`src/rtl/tqvp_htfab_vga_sync_gen.sv`:
```
// VGA 640x480@60 timing generator for the baby VGA peripheral: line/frame counters, sync strobes,
// 32x16 cell coordinates, blanking, read-phase counter and vblank interrupt. Define VGA_SYNC_INVERT_EN for active-high syncs.
module tqvp_htfab_vga_sync_gen #(
    parameter int H_ACTIVE = 1628,
    parameter int H_FP     = 41,
    parameter int H_SYNC   = 244,
    parameter int H_BP     = 121,
    parameter int V_ACTIVE = 480,
    parameter int V_FP     = 10,
    parameter int V_SYNC   = 2,
    parameter int V_BP     = 33
) (
    input  logic       clk,
    input  logic       rst_n,
    input  logic       cli,
    input  logic [5:0] pix_div,
    input  logic [5:0] row_div,
    output logic [4:0] x_pos,
    output logic [3:0] y_pos,
    output logic       hsync,
    output logic       vsync,
    output logic       blank,
    output logic [2:0] counter,
    output logic       interrupt
);

    localparam int H_TOTAL  = H_ACTIVE + H_FP + H_SYNC + H_BP;
    localparam int V_TOTAL  = V_ACTIVE + V_FP + V_SYNC + V_BP;
    localparam int HW       = $clog2(H_TOTAL);
    localparam int VW       = $clog2(V_TOTAL);
    localparam int HS_START = H_ACTIVE + H_FP;
    localparam int HS_END   = H_ACTIVE + H_FP + H_SYNC;
    localparam int VS_START = V_ACTIVE + V_FP;
    localparam int VS_END   = V_ACTIVE + V_FP + V_SYNC;

`ifdef VGA_SYNC_INVERT_EN
    localparam logic SYNC_ON = 1'b1;
`else
    localparam logic SYNC_ON = 1'b0;
`endif
    localparam logic SYNC_OFF = ~SYNC_ON;

    logic [HW-1:0] h_cnt, h_nxt;
    logic [VW-1:0] v_cnt, v_nxt;
    logic [5:0]    sub_cnt, sub_nxt;
    logic [5:0]    line_cnt, line_nxt;
    logic [5:0]    pd_q, rd_q;
    logic [5:0]    pd_raw, pd_eff, rd_raw, rd_eff;
    logic          col_ovf, col_ovf_nxt;
    logic          row_ovf, row_ovf_nxt;
    logic [4:0]    x_nxt;
    logic [3:0]    y_nxt;
    logic          h_wrap, v_wrap, h_zero, set_cycle;
    logic          hsync_nxt, vsync_nxt, blank_nxt, int_nxt;
    logic [2:0]    counter_nxt;

    always_comb begin
        h_wrap = (int'(h_cnt) == H_TOTAL - 1);
        v_wrap = (int'(v_cnt) == V_TOTAL - 1);
        h_zero = (h_cnt == '0);
        h_nxt  = h_wrap ? '0 : h_cnt + 1'b1;
        v_nxt  = h_wrap ? (v_wrap ? '0 : v_cnt + 1'b1) : v_cnt;

        // Divisors are taken live on the sampling cycle itself so the first step of a line/frame already uses them.
        pd_raw = h_zero ? pix_div : pd_q;
        pd_eff = (pd_raw == 6'd0) ? 6'd1 : pd_raw;
        rd_raw = (h_zero && v_cnt == '0) ? row_div : rd_q;
        rd_eff = (rd_raw == 6'd0) ? 6'd1 : rd_raw;

        sub_nxt     = sub_cnt;
        x_nxt       = x_pos;
        col_ovf_nxt = col_ovf;
        if (h_wrap) begin
            sub_nxt     = 6'd0;
            x_nxt       = 5'd0;
            col_ovf_nxt = 1'b0;
        end else if (sub_cnt == pd_eff - 6'd1) begin
            sub_nxt = 6'd0;
            if (x_pos == 5'd31) col_ovf_nxt = 1'b1;
            else                x_nxt       = x_pos + 5'd1;
        end else begin
            sub_nxt = sub_cnt + 6'd1;
        end

        line_nxt    = line_cnt;
        y_nxt       = y_pos;
        row_ovf_nxt = row_ovf;
        if (h_wrap) begin
            if (v_wrap) begin
                line_nxt    = 6'd0;
                y_nxt       = 4'd0;
                row_ovf_nxt = 1'b0;
            end else if (line_cnt == rd_eff - 6'd1) begin
                line_nxt = 6'd0;
                if (y_pos == 4'd15) row_ovf_nxt = 1'b1;
                else                y_nxt       = y_pos + 4'd1;
            end else begin
                line_nxt = line_cnt + 6'd1;
            end
        end

        hsync_nxt = (int'(h_nxt) >= HS_START && int'(h_nxt) < HS_END) ? SYNC_ON : SYNC_OFF;
        vsync_nxt = (int'(v_nxt) >= VS_START && int'(v_nxt) < VS_END) ? SYNC_ON : SYNC_OFF;
        blank_nxt = (int'(h_nxt) >= H_ACTIVE) | (int'(v_nxt) >= V_ACTIVE) | col_ovf_nxt | row_ovf_nxt;
        counter_nxt = (h_nxt == '0) ? 3'd0 : counter + 3'd1;

        // A cli landing on the edge that sets the flag, or during the cycle it first shows, cannot clear it.
        set_cycle = h_zero && (int'(v_cnt) == V_ACTIVE);
        int_nxt   = ((h_nxt == '0) && (int'(v_nxt) == V_ACTIVE))
                  | (interrupt & (~cli | set_cycle));
    end

    always_ff @(posedge clk) begin
        if (!rst_n) begin
            h_cnt     <= '0;
            v_cnt     <= '0;
            sub_cnt   <= 6'd0;
            line_cnt  <= 6'd0;
            pd_q      <= 6'd1;
            rd_q      <= 6'd1;
            col_ovf   <= 1'b0;
            row_ovf   <= 1'b0;
            x_pos     <= 5'd0;
            y_pos     <= 4'd0;
            hsync     <= SYNC_OFF;
            vsync     <= SYNC_OFF;
            blank     <= 1'b0;
            counter   <= 3'd0;
            interrupt <= 1'b0;
        end else begin
            h_cnt     <= h_nxt;
            v_cnt     <= v_nxt;
            sub_cnt   <= sub_nxt;
            line_cnt  <= line_nxt;
            if (h_zero) pd_q <= pix_div;
            if (h_zero && v_cnt == '0) rd_q <= row_div;
            col_ovf   <= col_ovf_nxt;
            row_ovf   <= row_ovf_nxt;
            x_pos     <= x_nxt;
            y_pos     <= y_nxt;
            hsync     <= hsync_nxt;
            vsync     <= vsync_nxt;
            blank     <= blank_nxt;
            counter   <= counter_nxt;
            interrupt <= int_nxt;
        end
    end

endmodule

```
`config.mk`:
```
export PLATFORM = sky130hd
export DESIGN_NAME = tqvp_htfab_vga_sync_gen
export DESIGN_NICKNAME = d
export VERILOG_FILES = /design/src/rtl/tqvp_htfab_vga_sync_gen.sv
export SDC_FILE = /design/constraint.sdc
export NUM_CORES = 1
export LEC_CHECK = 0
export CAP_MARGIN = 5
export CORE_UTILIZATION = 43
export DETAILED_ROUTE_END_ITERATION = 6
export PLACE_DENSITY_LB_ADDON = 0.08
export SLEW_MARGIN = 20
export SYNTH_ARGS = -nofsm -noshare
export SYNTH_HDL_FRONTEND = slang
export SYNTH_SLANG_ARGS = --single-unit
export TNS_END_PERCENT = 1
```
`constraint.sdc`:
```
create_clock -name clk -period 5.5 [get_ports clk]
set_clock_uncertainty 0.2 [all_clocks]
set_input_delay 0.55 -clock clk [delete_from_list [all_inputs] [get_ports clk]]
set_output_delay 0.55 -clock clk [all_outputs]
set_load 0.02 [all_outputs]
```
==> results.txt, run 1 <==
- Max-cap violations in this run came to 0.
- Setup TNS: 0 ns
- During I/O placement, the number of pins put on the boundary was 31.
- Placed Instance Area: 4200 sq um
* Number of global-route vias before repair: between 3k and 4k
- At the placement stage, the worst setup path has a slack of about 1.3 ns.
- Number of buffers inserted to repair setup after CTS: 0
- The initialized floorplan defines 34 standard-cell rows.
- For this run, the post-layout net count is about 530.
- Cell with the biggest individual delay on the critical path: nor4b_1
* Worst endpoint data arrival time: roughly 4.3 ns
- In this run the remaining antenna-violating nets after routing total 0.
- Counting every sink on the clock net gives 63.
* Critical Setup Path Class: flop to flop
- Counting the fill cells in the layout gives roughly 850.
* Number of antenna violations at the first check in global routing: 0
- In this run, the number of DRC markers left after iteration 0 of detailed routing was 128.
* First-pass GRT wire length: between 15000 and 20000 um
- Of the cells placed in the final design, the portion with a size suffix greater than 1 is 0.0775.
* Vias per Instance: between 5 and 6
- Dominant register cell in the synthesized netlist: dfxtp_1
- Initial standard-cell utilization of the core: 0.442
- Total nets after synthesis: ~510
* Number of library cell types mapped by synthesis: between 60 and 70
* Std-Cell Core Area: approximately 8700 sq um
- In this run, post-CTS repair resized a total of 0 instances.
* Cells traversed along the worst timing path: inv_1 -> ha_1 -> nor4b_1 -> nand3_1 -> buf_4 -> or4_4 -> and2_1 -> o21a_1 -> ha_1 -> xor2_1 -> xnor2_1 -> nor2_1 -> o21ai_2 -> or4_1 -> a31oi_1
- The analysis attributes to cell leakage a power of between 1.5 and 2 nW.
- Number of buffers added on ports: 30
- Setup crit start: h_cnt[0]$_SDFF_PN0_
- Number of endpoints failing setup at the final stage: 0
- After global routing the overflow that remains totals 0.
* Router iterations before antenna repair: 5
- Once placement completed, the tool counted placed cells totaling 595.
- Number of levels the H-tree was split into: 3
- DRC errors left: 0
- Routed wirelength normalized by instance count: between 15 and 20 um
- In this run the worst path has a maximum fanout of 12.
* Worst slew pin tran: approximately 0.84 ns
* Type of the worst min-delay path: flop to flop
* Most used cell along the critical path: ha_1
* Unrepaired setup endpoints after global routing: false
* Synthesized area: 3830 sq um
- The die is about 96 um tall.
- Of the synthesized area, sequential elements account for 0.329.
- Startpoint type of the worst setup path: flop
- The die is roughly 96 um wide.
- Fin crit share: 0.771
- Least setup slack across all paths after layout: roughly 1.3 ns
- VDD IR-drop max: roughly 0.00016 V
- Synth Warn #: 0
- The area growth from synthesis to layout is 15.9%.
- The tree is rooted in a clkbuf_8.
* Element type at the critical path end: flop
* Max stage delay on crit path: 0.54 ns
- In this run the critical register-to-register path is launched from h_cnt[0]$_SDFF_PN0_.
- In this run the mean area of a mapped cell was 8.02 sq um.
* Detailed Route WL: 9380 um
- The worst hold path begins at counter[0]$_SDFF_PP0_.
* Tightest slew margin relative to the limit: 0.439
- With fillers left out, the area of the finished cells amounts to between 4000 and 5000 sq um.
- Cell Count, Final, Fillers Out: 611
- After clock tree synthesis, the clock-pin slew on the worst setup and hold paths is ~0.070 ns.
* Power per cell area: roughly 270 nW/um^2
* Inserted Clock Buffers: 9
* Antenna cell count: 0
- TritonCTS built the clock tree.
- The congestion estimate from routability-driven global placement came to 0.889.
* Final Slew Violations: 0
- Across all hold checks on the routed design, the worst slack comes to about 0.25 ns.
* Global routing usage summed across all routing layers: 0.217
* Largest net degree at the start of global routing: 24
- Minimum period implied by the final worst setup slack: ~4.2 ns
- Worst endpoint required time: roughly 5.6 ns
- Measured on the finished design, the core utilization comes to 0.512.
* Flop and latch count out of synthesis: 63
- The detailed router placed 3521 vias in this run.
- Count of final hold-check violations: 0
- Proportion of register bits with asynchronous set or reset after synthesis: 0
- Clock latency on the worst-skew pair: 0.35 ns
* Count of flip-flops with a built-in enable after synthesis: 0
* Half-perimeter wire length after detailed placement: about 6800 um
- No sink is reached through more buffers than the 2 on the longest clock path.
- Buffers inserted to repair hold after CTS numbered 0.
- The die covers 9300 sq um.
- The run finished with clean final reports.
- For this run, the top clock speed supported by timing is 236 MHz.
- Final total power: 1.22 mW
- Counting every instance in the synthesized netlist gives roughly 480.
==> metal layers <==
metal,vias to the layer above,track usage,part of all wire
li1,1783,-,-
met1,1621,0.278,0.47
met2,98,0.352,0.46
met3,19,0.0423,0.049
met4,0,0.102,0.022
met5,-,0,0
==> cell type report <==
cell class | instances | area (sq um) | share of cell area
inverters | 10 | 37.5 | 0.00845
clock inverters | 6 | 108 | 0.0242
clock buffers | 10 | 138 | 0.0310
flip-flops and latches | 63 | 1260 | 0.284
multi-input cells | 380 | 2430 | 0.548
well taps | 108 | 135 | 0.0304
repair buffers | 34 | 330 | 0.0743
==> power by group <==
part | leakage (nW) | switching [mW] | internal, mW | total, mW
sequential | 0.512 | 0.0195 | 0.476 | 0.495
combinational | 1.02 | 0.123 | 0.0973 | 0.220
clock | 0.122 | 0.189 | 0.312 | 0.501
total | 1.65 | 0.331 | 0.885 | 1.22
==> cells in the final DEF, fill, tap and decap left out, drive strengths merged, types with 3 or more instances in the layout <==
master / instances
dfxtp: 63
nor2: 57
nand2: 39
clkdlybuf4s50: 30
nand3: 26
o21ai: 26
xor2: 21
a21oi: 20
xnor2: 16
nand4: 15
ha: 13
nor3: 13
nor2b: 12
mux2i: 11
inv: 10
and3: 10
clkbuf: 10
or3: 10
and2: 8
o31ai: 8
nor4: 7
a31oi: 5
o211ai: 5
or4: 5
a211o: 4
nand2b: 4
a211oi: 4
buf: 4
a22oi: 4
or2: 3
o22ai: 3
bufinv: 3
nor4b: 3
==> synth_stat cells (4+ instances only) <==
library cell	n	area, sq um
xnor2_1	16	140
nand2_1	38	143
nor3_1	10	50.1
a211oi_1	4	30.0
a21oi_1	20	100
nor2_1	57	214
and3_1	10	62.6
or3_1	9	56.3
inv_1	10	37.5
a211o_1	4	35.0
o211ai_1	5	37.5
mux2i_1	11	110
xor2_1	21	184
nand3_1	26	130
clkbuf_1	22	82.6
nor4_1	6	37.5
o31ai_1	8	60.1
and2_1	8	50.1
dfxtp_1	63	1260
nor2b_1	12	75.1
nand4_1	15	93.8
a31oi_1	5	31.3
ha_1	13	163
nand2b_1	4	25.0
o21ai_0	23	115
==> worst paths after layout <==
| kind | endpoint | slack [ns] | cells after the start |
|---|---|---|---|
| worst max register to register | y_pos[1]$_SDFFE_PN0P_ | 1.26 | 15 |
| worst min register to register | counter[0]$_SDFF_PP0_ | 0.25 | 1 |
| worst min-delay path | counter[0]$_SDFF_PP0_ | 0.25 | 1 |
| worst max-delay path | y_pos[1]$_SDFFE_PN0P_ | 1.26 | 15 |
==> state kept, by name, summed over array words and instances, names as in the netlist, 3 cells and up <==
name      cells
h_cnt        11
v_cnt        10
line_cnt      6
pd_q          6
rd_q          6
sub_cnt       6
x_pos         5
y_pos         4
counter       3
==> cell families after synthesis <==
kind of cell / synth area share
buffers and inverters: 0.0369
AO/OA/AOI/OAI: 0.173
multiplexers: 0.0287
XOR/XNOR: 0.0845
AND/OR/NAND/NOR: 0.305
flip-flops: 0.329
adder cells (fa/ha/maj): 0.0424
==> critical path, delay by kind of cell (launching register included) <==
family                     cells  cell delay, ns
and+or+nand+nor                6            2.02
AOI/OAI and AO/OA              3            0.52
adders and majority gates      2            0.42
DFF                            1            0.37
buffers and inverters          2            0.32
xor gates and xnor gates       2            0.30
Note: power is estimated with default switching activity, not from simulation.
==> run 2, diff against run 1 <==
==> constraint.sdc (replaced) <==
create_clock -name clk -period 4.1 [get_ports clk]
set_clock_uncertainty 0.2 [all_clocks]
set_input_delay 0.41 -clock clk [delete_from_list [all_inputs] [get_ports clk]]
set_output_delay 0.41 -clock clk [all_outputs]
set_load 0.02 [all_outputs]
==> run 2 against run 1 <==
Net effect: cell area rose by 4.3%; non-clock buffer count is 21 higher; largest power group is now registers; clock-buffer cell count unchanged; sequential share of layout area shrank 1.2 points.
==> results.txt, run 2 (synthesis gave the netlist of run 1 again) <==
- Met3 demand-to-capacity share in global routing: 0.0391
- Via count: between 3k and 4k
* Minimum setup slack among reg-to-reg paths: ~0.18 ns
* Met2 track utilization from global routing: 0.376
- The top cell types in the final layout, fill and taps aside, are 62 x dfxtp_1, 56 x nor2_1, 38 x nand2_1.
* Net Sw Frac: 0.289
* Half-perimeter wire length after detailed placement: between 7000 and 8000 um
* Worst endpoint required time: approximately 4.2 ns
* Area of all placed cells without fillers: around 4600 sq um
- Routability cong.: just over 0.9
- Number of buffers added on ports: 30
* Unrepaired setup endpoints after global routing: true
- The number of placed instances, taps included, is ~600.
- For the worst-skew pair, the clock arrives at the later sink with an insertion delay of approximately 0.34 ns.
* Detailed Route WL: 9690 um
- Counting instances, the worst hold path has a depth of 1.
* Power share of the sequential group: 0.409
* Buffer and inverter count on the worst path: 1
* Max stage delay on crit path: between 0.5 and 0.6 ns
- In this run the deepest clock path goes through 2 buffers.
- After floorplanning, the core was sized to cover a little under 9000 sq um.
- For this run, the total global-route usage over all layers was measured as 0.222.
* Type of the worst min-delay path: flop to flop
- For this run, global-route usage on met1 was measured as 0.286.
- Headroom to the max-slew limit came out at 0.501.
* Die Span Y: just under 100 um
- The total overflow left after global routing is 0.
* Least setup slack across all paths after layout: approximately 0.18 ns
- Flip-flop count of the largest register, all copies and words added: 11
- Worst r2r dst: y_pos[3]$_SDFFE_PN0P_
* Area added between synthesis and finish: 20.9%
* Largest registers: h_cnt x11, v_cnt x10
- Clock transition at the registers of the reported paths: ~0.08 ns
- Once layout is complete, the cells apart from fillers number ~630.
- Terminating pin of the worst hold path: counter[0]$_SDFF_PP0_
- Fin crit share: 0.957
- Dividing total power by cell area gives a power density of approximately 350 nW/um^2.
* Largest net degree at the start of global routing: 20
- The analysis attributes to cell leakage a power of 1.75 nW.
- For the worst flop-to-flop path, the logic depth is 14.
- The H-tree was split into 3 levels.
* Register with the highest flop count: h_cnt
- Number of antenna violations at the first check in global routing: 0
- Element type at the critical path end: flop
- In this run the horizontal extent of the chip is 96.4 um.
* Ports placed on the boundary: 31
- Minimum period implied by the final worst setup slack: just under 4 ns
* Iter 0 DRT Violations: 132
- Broken down by cell family, the worst path's largest delay share belongs to simple AND/OR/NAND/NOR gates.
* Comb pwr share: 0.203
- In this run the number of cells on the critical path is 14.
- Clock sinks: 63
- Setup violations remaining at the end of the flow were counted as 0.
- In this run the cell area measured after placement is 4330 sq um.
- TritonCTS built the clock tree.
- First-pass GRT wire length: roughly 16000 um
- The tightest hold path in the finished design has a slack of around 0.24 ns.
- Vias per Instance: about 5.7
* Routed wirelength normalized by instance count: between 15 and 20 um
- The critical path goes through inv_1 -> ha_2 -> or4b_4 -> or3_4 -> or4_4 -> and2_1 -> o21a_2 -> ha_4 -> xor2_2 -> xnor2_1 -> nor2_1 -> o21ai_2 -> or4_1 -> o311ai_1.
* Router iterations before antenna repair: 5
- In this run, post-CTS hold repair placed 0 buffers.
- Number of max-capacitance violations reported: 0
- In the final layout, the share of cells above drive strength 1 is 0.126.
- Place WS: around 0.057 ns
- In this run the worst path has a maximum fanout of 8.
* Antenna cell count: 0
- The detail route stage leaves a number of antenna-violating nets equal to 0.
- Reg2reg start: v_cnt[1]$_SDFF_PN0_
- Inserted Clock Buffers: 9
- Of the total power, the clock network draws 0.389.
- The die covers 9300 sq um.
* Count of final hold-check violations: 0
- Final Slew Violations: 0
* Number of global-route vias before repair: roughly 3.3k
* DRC errors left: 0
* Cell-internal power: around 1.2 mW
- GRT Max-Usage Layer: met2
* Startpoint type of the worst setup path: flop
- # nets final: roughly 550
- The startpoint identified for the worst hold timing path is counter[0]$_SDFF_PP0_.
- Cell with the biggest individual delay on the critical path: or4_1
- Maximum operating frequency: ~250 MHz
* Clock Root Buffer: clkbuf_8
- Std-Cell Rows: 34
- By startpoint and endpoint, the worst setup path is classified as flop to flop.
* Worst slew pin tran: about 0.74 ns
- Net switching power figure: between 0.4 and 0.5 mW
* Initial standard-cell utilization of the core: 0.442
- The library cell used most frequently in the layout, excluding fill and tap cells, is dfxtp_1.
* Worst endpoint data arrival time: just under 4 ns
* VDD IR-drop max: approximately 0.00017 V
* Filler cells: around 850
- The flow ran to the end, and the final reports show no timing, DRC or antenna violations.
[run 2: metal layers]
metal / vias up / wire length [um]
li1: 1825 / -
met1: 1691 / 4590
met2: 80 / 4610
met3: 9 / 380
met4: 0 / 112
met5: - / 0
[run 2: worst reg2reg max path, cell delays in order (launching register included)]
cell and delay [ns]:
dfxtp_2 0.35, inv_1 0.06, ha_2 0.17, or4b_4 0.48, or3_4 0.40, or4_4 0.43, and2_1 0.16, o21a_2 0.23
ha_4 0.19, xor2_2 0.14, xnor2_1 0.13, nor2_1 0.16, o21ai_2 0.13, or4_1 0.53, o311ai_1 0.08
[run 2: what timing repair did]
| item | in CTS | in global routing |
|---|---|---|
| resized for setup | 0 | 10 |
| buffers inserted | 0 | 3 |
| setup endpoints to repair | 0 | 7 |
[run 2: final cells by class]
class / count / area (sq um) / area share
Inverter: 10 / 37.5 / 0.00809
Timing Repair Buffer: 55 / 488 / 0.105
Sequential cell: 63 / 1260 / 0.272
Tap cell: 108 / 135 / 0.0291
Clock buffer: 10 / 138 / 0.0297
Clock inverter: 6 / 93.8 / 0.0202
Multi-Input combinational cell: 380 / 2480 / 0.535
[run 2: worst max-delay path by stage]
stage | from | end | slack, ns
after floorplan | v_cnt[0]$_SDFF_PN0_ | y_pos[1]$_SDFFE_PN0P_ | 0.12
after global routing | v_cnt[1]$_SDFF_PN0_ | y_pos[3]$_SDFFE_PN0P_ | -0.01
after global placement | v_cnt[1]$_SDFF_PN0_ | y_pos[1]$_SDFFE_PN0P_ | 0.15
after detailed placement | v_cnt[1]$_SDFF_PN0_ | y_pos[1]$_SDFFE_PN0P_ | 0.06
final | v_cnt[1]$_SDFF_PN0_ | y_pos[3]$_SDFFE_PN0P_ | 0.18
after CTS | v_cnt[1]$_SDFF_PN0_ | y_pos[1]$_SDFFE_PN0P_ | 0.02
[run 2: metrics by stage]
| step | TNS, ns | utilization | power [mW] |
|---|---|---|---|
| 6_report | 0 | 0.534 | 1.62 |
| 4_1_cts | 0 | 0.526 | 1.62 |
| 3_5_place_dp | 0 | 0.499 | 0.983 |
| 3_3_place_gp | 0 | 0.499 | 0.978 |
| 5_1_grt | -0.0114 | 0.534 | 1.70 |
| 2_1_floorplan | 0 | - | 0.890 |
[run 2: power groups by stage]
| stage | registers (mW) | logic, mW | clock network, mW |
|---|---|---|---|
| after floorplan | 0.679 | 0.211 | 0 |
| after detailed placement | 0.677 | 0.306 | 0 |
| after global placement | 0.677 | 0.302 | 0 |
| after CTS | 0.663 | 0.308 | 0.649 |
| final | 0.663 | 0.329 | 0.630 |
| after global routing | 0.667 | 0.364 | 0.670 |
==> run 3, diff against run 2 <==
==> constraint.sdc (replaced) <==
create_clock -name clk -period 3.2 [get_ports clk]
set_clock_uncertainty 0.2 [all_clocks]
set_input_delay 0.32 -clock clk [delete_from_list [all_inputs] [get_ports clk]]
set_output_delay 0.32 -clock clk [all_outputs]
set_load 0.02 [all_outputs]
==> run 3 against run 2 <==
Net effect: hold slack gained 0.017 ns; critical path depth is 1 higher; flip-flop and latch count did not move; critical path type unchanged; the run now ends with negative setup slack left; maximum frequency rose by 5.9%; clock-buffer cell count is 3 higher; worst setup slack got worse by 0.68 ns; sequential share of layout area is 1.9 points lower; global-route usage about the same.
==> results.txt, run 3 (synthesis gave the netlist of run 1 again) <==
- On the worst path, the slowest cell contributes a delay of 0.46 ns.
* ANT nets after route: 0
- Number of max-capacitance violations reported: 0
- The library cell used most frequently in the layout, excluding fill and tap cells, is buf_4.
- The worst-case IR drop observed on VDD is around 0.00022 V.
- The routed layout has around 3.8k vias.
- For the worst-skew pair, the clock arrives at the later sink with an insertion delay of 0.33 ns.
* Largest net degree at the start of global routing: 26
- Count of final hold-check violations: 0
- Startpoint type of the worst setup path: flop
- Outcome: finished with violations
* Half-perimeter wire length after detailed placement: ~7500 um
- Cells traversed along the worst timing path: inv_1 -> ha_1 -> or4b_4 -> or3_4 -> or4_4 -> and2_4 -> o21a_4 -> ha_4 -> xor2_1 -> xnor2_1 -> nor2_1 -> o21ai_2 -> buf_4 -> o21ai_1 -> a221oi_1
- Inserted Clock Buffers: 9
- Gate family responsible for the most delay along the worst path: simple AND/OR/NAND/NOR gates
* Cell-internal power: between 1 and 1.5 mW
- First-pass GRT wire length: 15800 um
* # nets final: 599
- Setup repair after global routing could not meet its margin everywhere.
- Along the worst path, the maximum fanout reaches 5.
* Final design utilization: 0.575
* Least setup slack across all paths after layout: -0.506 ns
- The total overflow left after global routing is 0.
- Die Span Y: 96.4 um
- The tree built by TritonCTS fans out to 63 sinks.
- Fraction of layout instances using a drive strength above 1: 0.200
- TritonCTS built the clock tree.
- Worst slew pin tran: between 0.4 and 0.5 ns
* Number of buffers between clock root and the deepest sink: 2
- The multi-input combinational cells in the finished layout cover a total of 2500 sq um.
- Number of buffers added on ports: 30
- For the finished layout, the period the worst path requires is approximately 3.7 ns.
* Number of levels the H-tree was split into: 3
- Of the total power, the share spent switching nets is 0.293.
- Of the total power, combinational logic draws 0.261.
* Final Slew Violations: 0
* Register with the highest flop count: h_cnt
* Filler cells: a little over 800
- Pin placement for this block handled 31 I/O pins.
* Std-Cell Rows: 34
* Routed wirelength normalized by instance count: between 10 and 15 um
- Global routing usage summed across all routing layers: 0.222
* Final total power: approximately 2 mW
- Sequential Area: 1260 sq um
* Clock Root Buffer: clkbuf_8
- Number of global-route vias before repair: 3390
* Routability cong.: around 0.9
* Std-Cell Core Area: roughly 8700 sq um
- Quantity of hold-fixing buffers added after cts: 0
- The die covers just over 9000 sq um.
- Compared with the post-synthesis result, the final layout area differs by 30.2%.
* DRC errors left: 0
- Portion of total power attributed to the clock network: 0.312
* Cell with the biggest individual delay on the critical path: or4b_4
- Violated checks: negative setup slack
* Largest registers: h_cnt x11, v_cnt x10
* Power per cell area: around 400 nW/um^2
- Based on the critical path, the design can be clocked at up to 270 MHz.
* Antenna cell count: 0
* Critical Setup Path Class: flop to flop
- The floorplan step set the die width to just under 100 um.
- Number of antenna violations at the first check in global routing: 0
* Worst endpoint required time: roughly 3.2 ns
- In this run, the number of DRC markers left after iteration 0 of detailed routing was 139.
- The worst setup path is captured at a flop.
- Buffer and inverter count on the worst path: 2
- Before CTS, the worst setup slack after placement is -0.591 ns.
- Initial standard-cell utilization of the core: 0.442
* Fin crit share: 1.16
- Power share of the sequential group: 0.427
- Net switching power figure: about 0.58 mW
- The pre-antenna-repair detailed-routing pass consisted of 6 iterations.
- Setup violations remaining at the end of the flow were counted as 22.
- In this run the static leakage power is 1.99 nW.
- Clock transition at the registers of the reported paths: around 0.070 ns
* Detailed Route WL: 9930 um
* Vias per Instance: ~5.5
- Flip-flop count of the largest register, all copies and words added: 11
* Worst endpoint data arrival time: between 3 and 4 ns
- In this run the worst hold path is classified as flop to flop.
- The library cells used most frequently in the layout, excluding fill and tap cells, are 75 x buf_4, 62 x dfxtp_1, 56 x nor2_1.
- In this run the tightest slew margin relative to its limit is 0.713.
## run 3: changes by cell type in the layout (fill, tap and decap cells not counted), moves of 2 or more
| cell | previous run | this run |
|---|---|---|
| clkinv_4 | 3 | 0 |
| o21ai_1 | 2 | 4 |
| nor4b_2 | 0 | 2 |
| bufinv_16 | 2 | 0 |
| buf_4 | 25 | 75 |
| clkbuf_1 | 0 | 2 |
## run 3: power groups by stage
stage | Sequential (mW) | Combinational, mW | Clock [mW]
6_report | 0.848 | 0.517 | 0.620
5_1_grt | 0.853 | 0.569 | 0.668
4_1_cts | 0.848 | 0.498 | 0.634
3_5_place_dp | 0.865 | 0.478 | 0
3_3_place_gp | 0.864 | 0.472 | 0
2_1_floorplan | 0.870 | 0.271 | 0
## run 3: layout make-up
type	count	share of cell area
inverter	10	0.00752
tap	108	0.0271
timing repair buffer	107	0.179
clock inverter	1	0.00100
multi-input combinational	380	0.501
sequential	63	0.253
clock buffer	13	0.0318
## run 3: layer usage
| metal | vias up | GRT usage | share of wire |
|---|---|---|---|
| met5 | - | 0 | 0 |
| met4 | 0 | 0.0846 | 0.017 |
| met3 | 11 | 0.0352 | 0.041 |
| met2 | 84 | 0.356 | 0.46 |
| met1 | 1738 | 0.300 | 0.48 |
| li1 | 1919 | - | - |
## run 3: through the flow
stage / TNS (ns) / cells / area (sq um) / hold WS [ns]
after floorplan: -9.09 / 478 / 3850 / 0.232
after global placement: -7.72 / 666 / 4750 / 0.231
after detailed placement: -8.13 / 666 / 4750 / 0.240
after CTS: -7.31 / 682 / 4950 / 0.256
after global routing: -10.39 / 682 / 4990 / 0.274
final: -6.34 / 682 / 4990 / 0.261
## run 3: repair_timing
action | 4_1_cts | 5_1_grt
endpoints found under the setup margin | 24 | 24
pin swaps | 6 | 2
resized for setup | 4 | 10
setup buffers | 2 | 0
## run 3: path summary, 6_finish.rpt
kind | start | to | slack [ns] | cells past startpoint
worst max-delay path | v_cnt[0]$_SDFF_PN0_ | line_cnt[5]$_SDFFE_PN0N_ | -0.51 | 15
worst min-delay path | counter[0]$_SDFF_PP0_ | counter[0]$_SDFF_PP0_ | 0.26 | 1
worst max register to register | v_cnt[0]$_SDFF_PN0_ | line_cnt[5]$_SDFFE_PN0N_ | -0.51 | 15
worst min register to register | counter[0]$_SDFF_PP0_ | counter[0]$_SDFF_PP0_ | 0.26 | 1
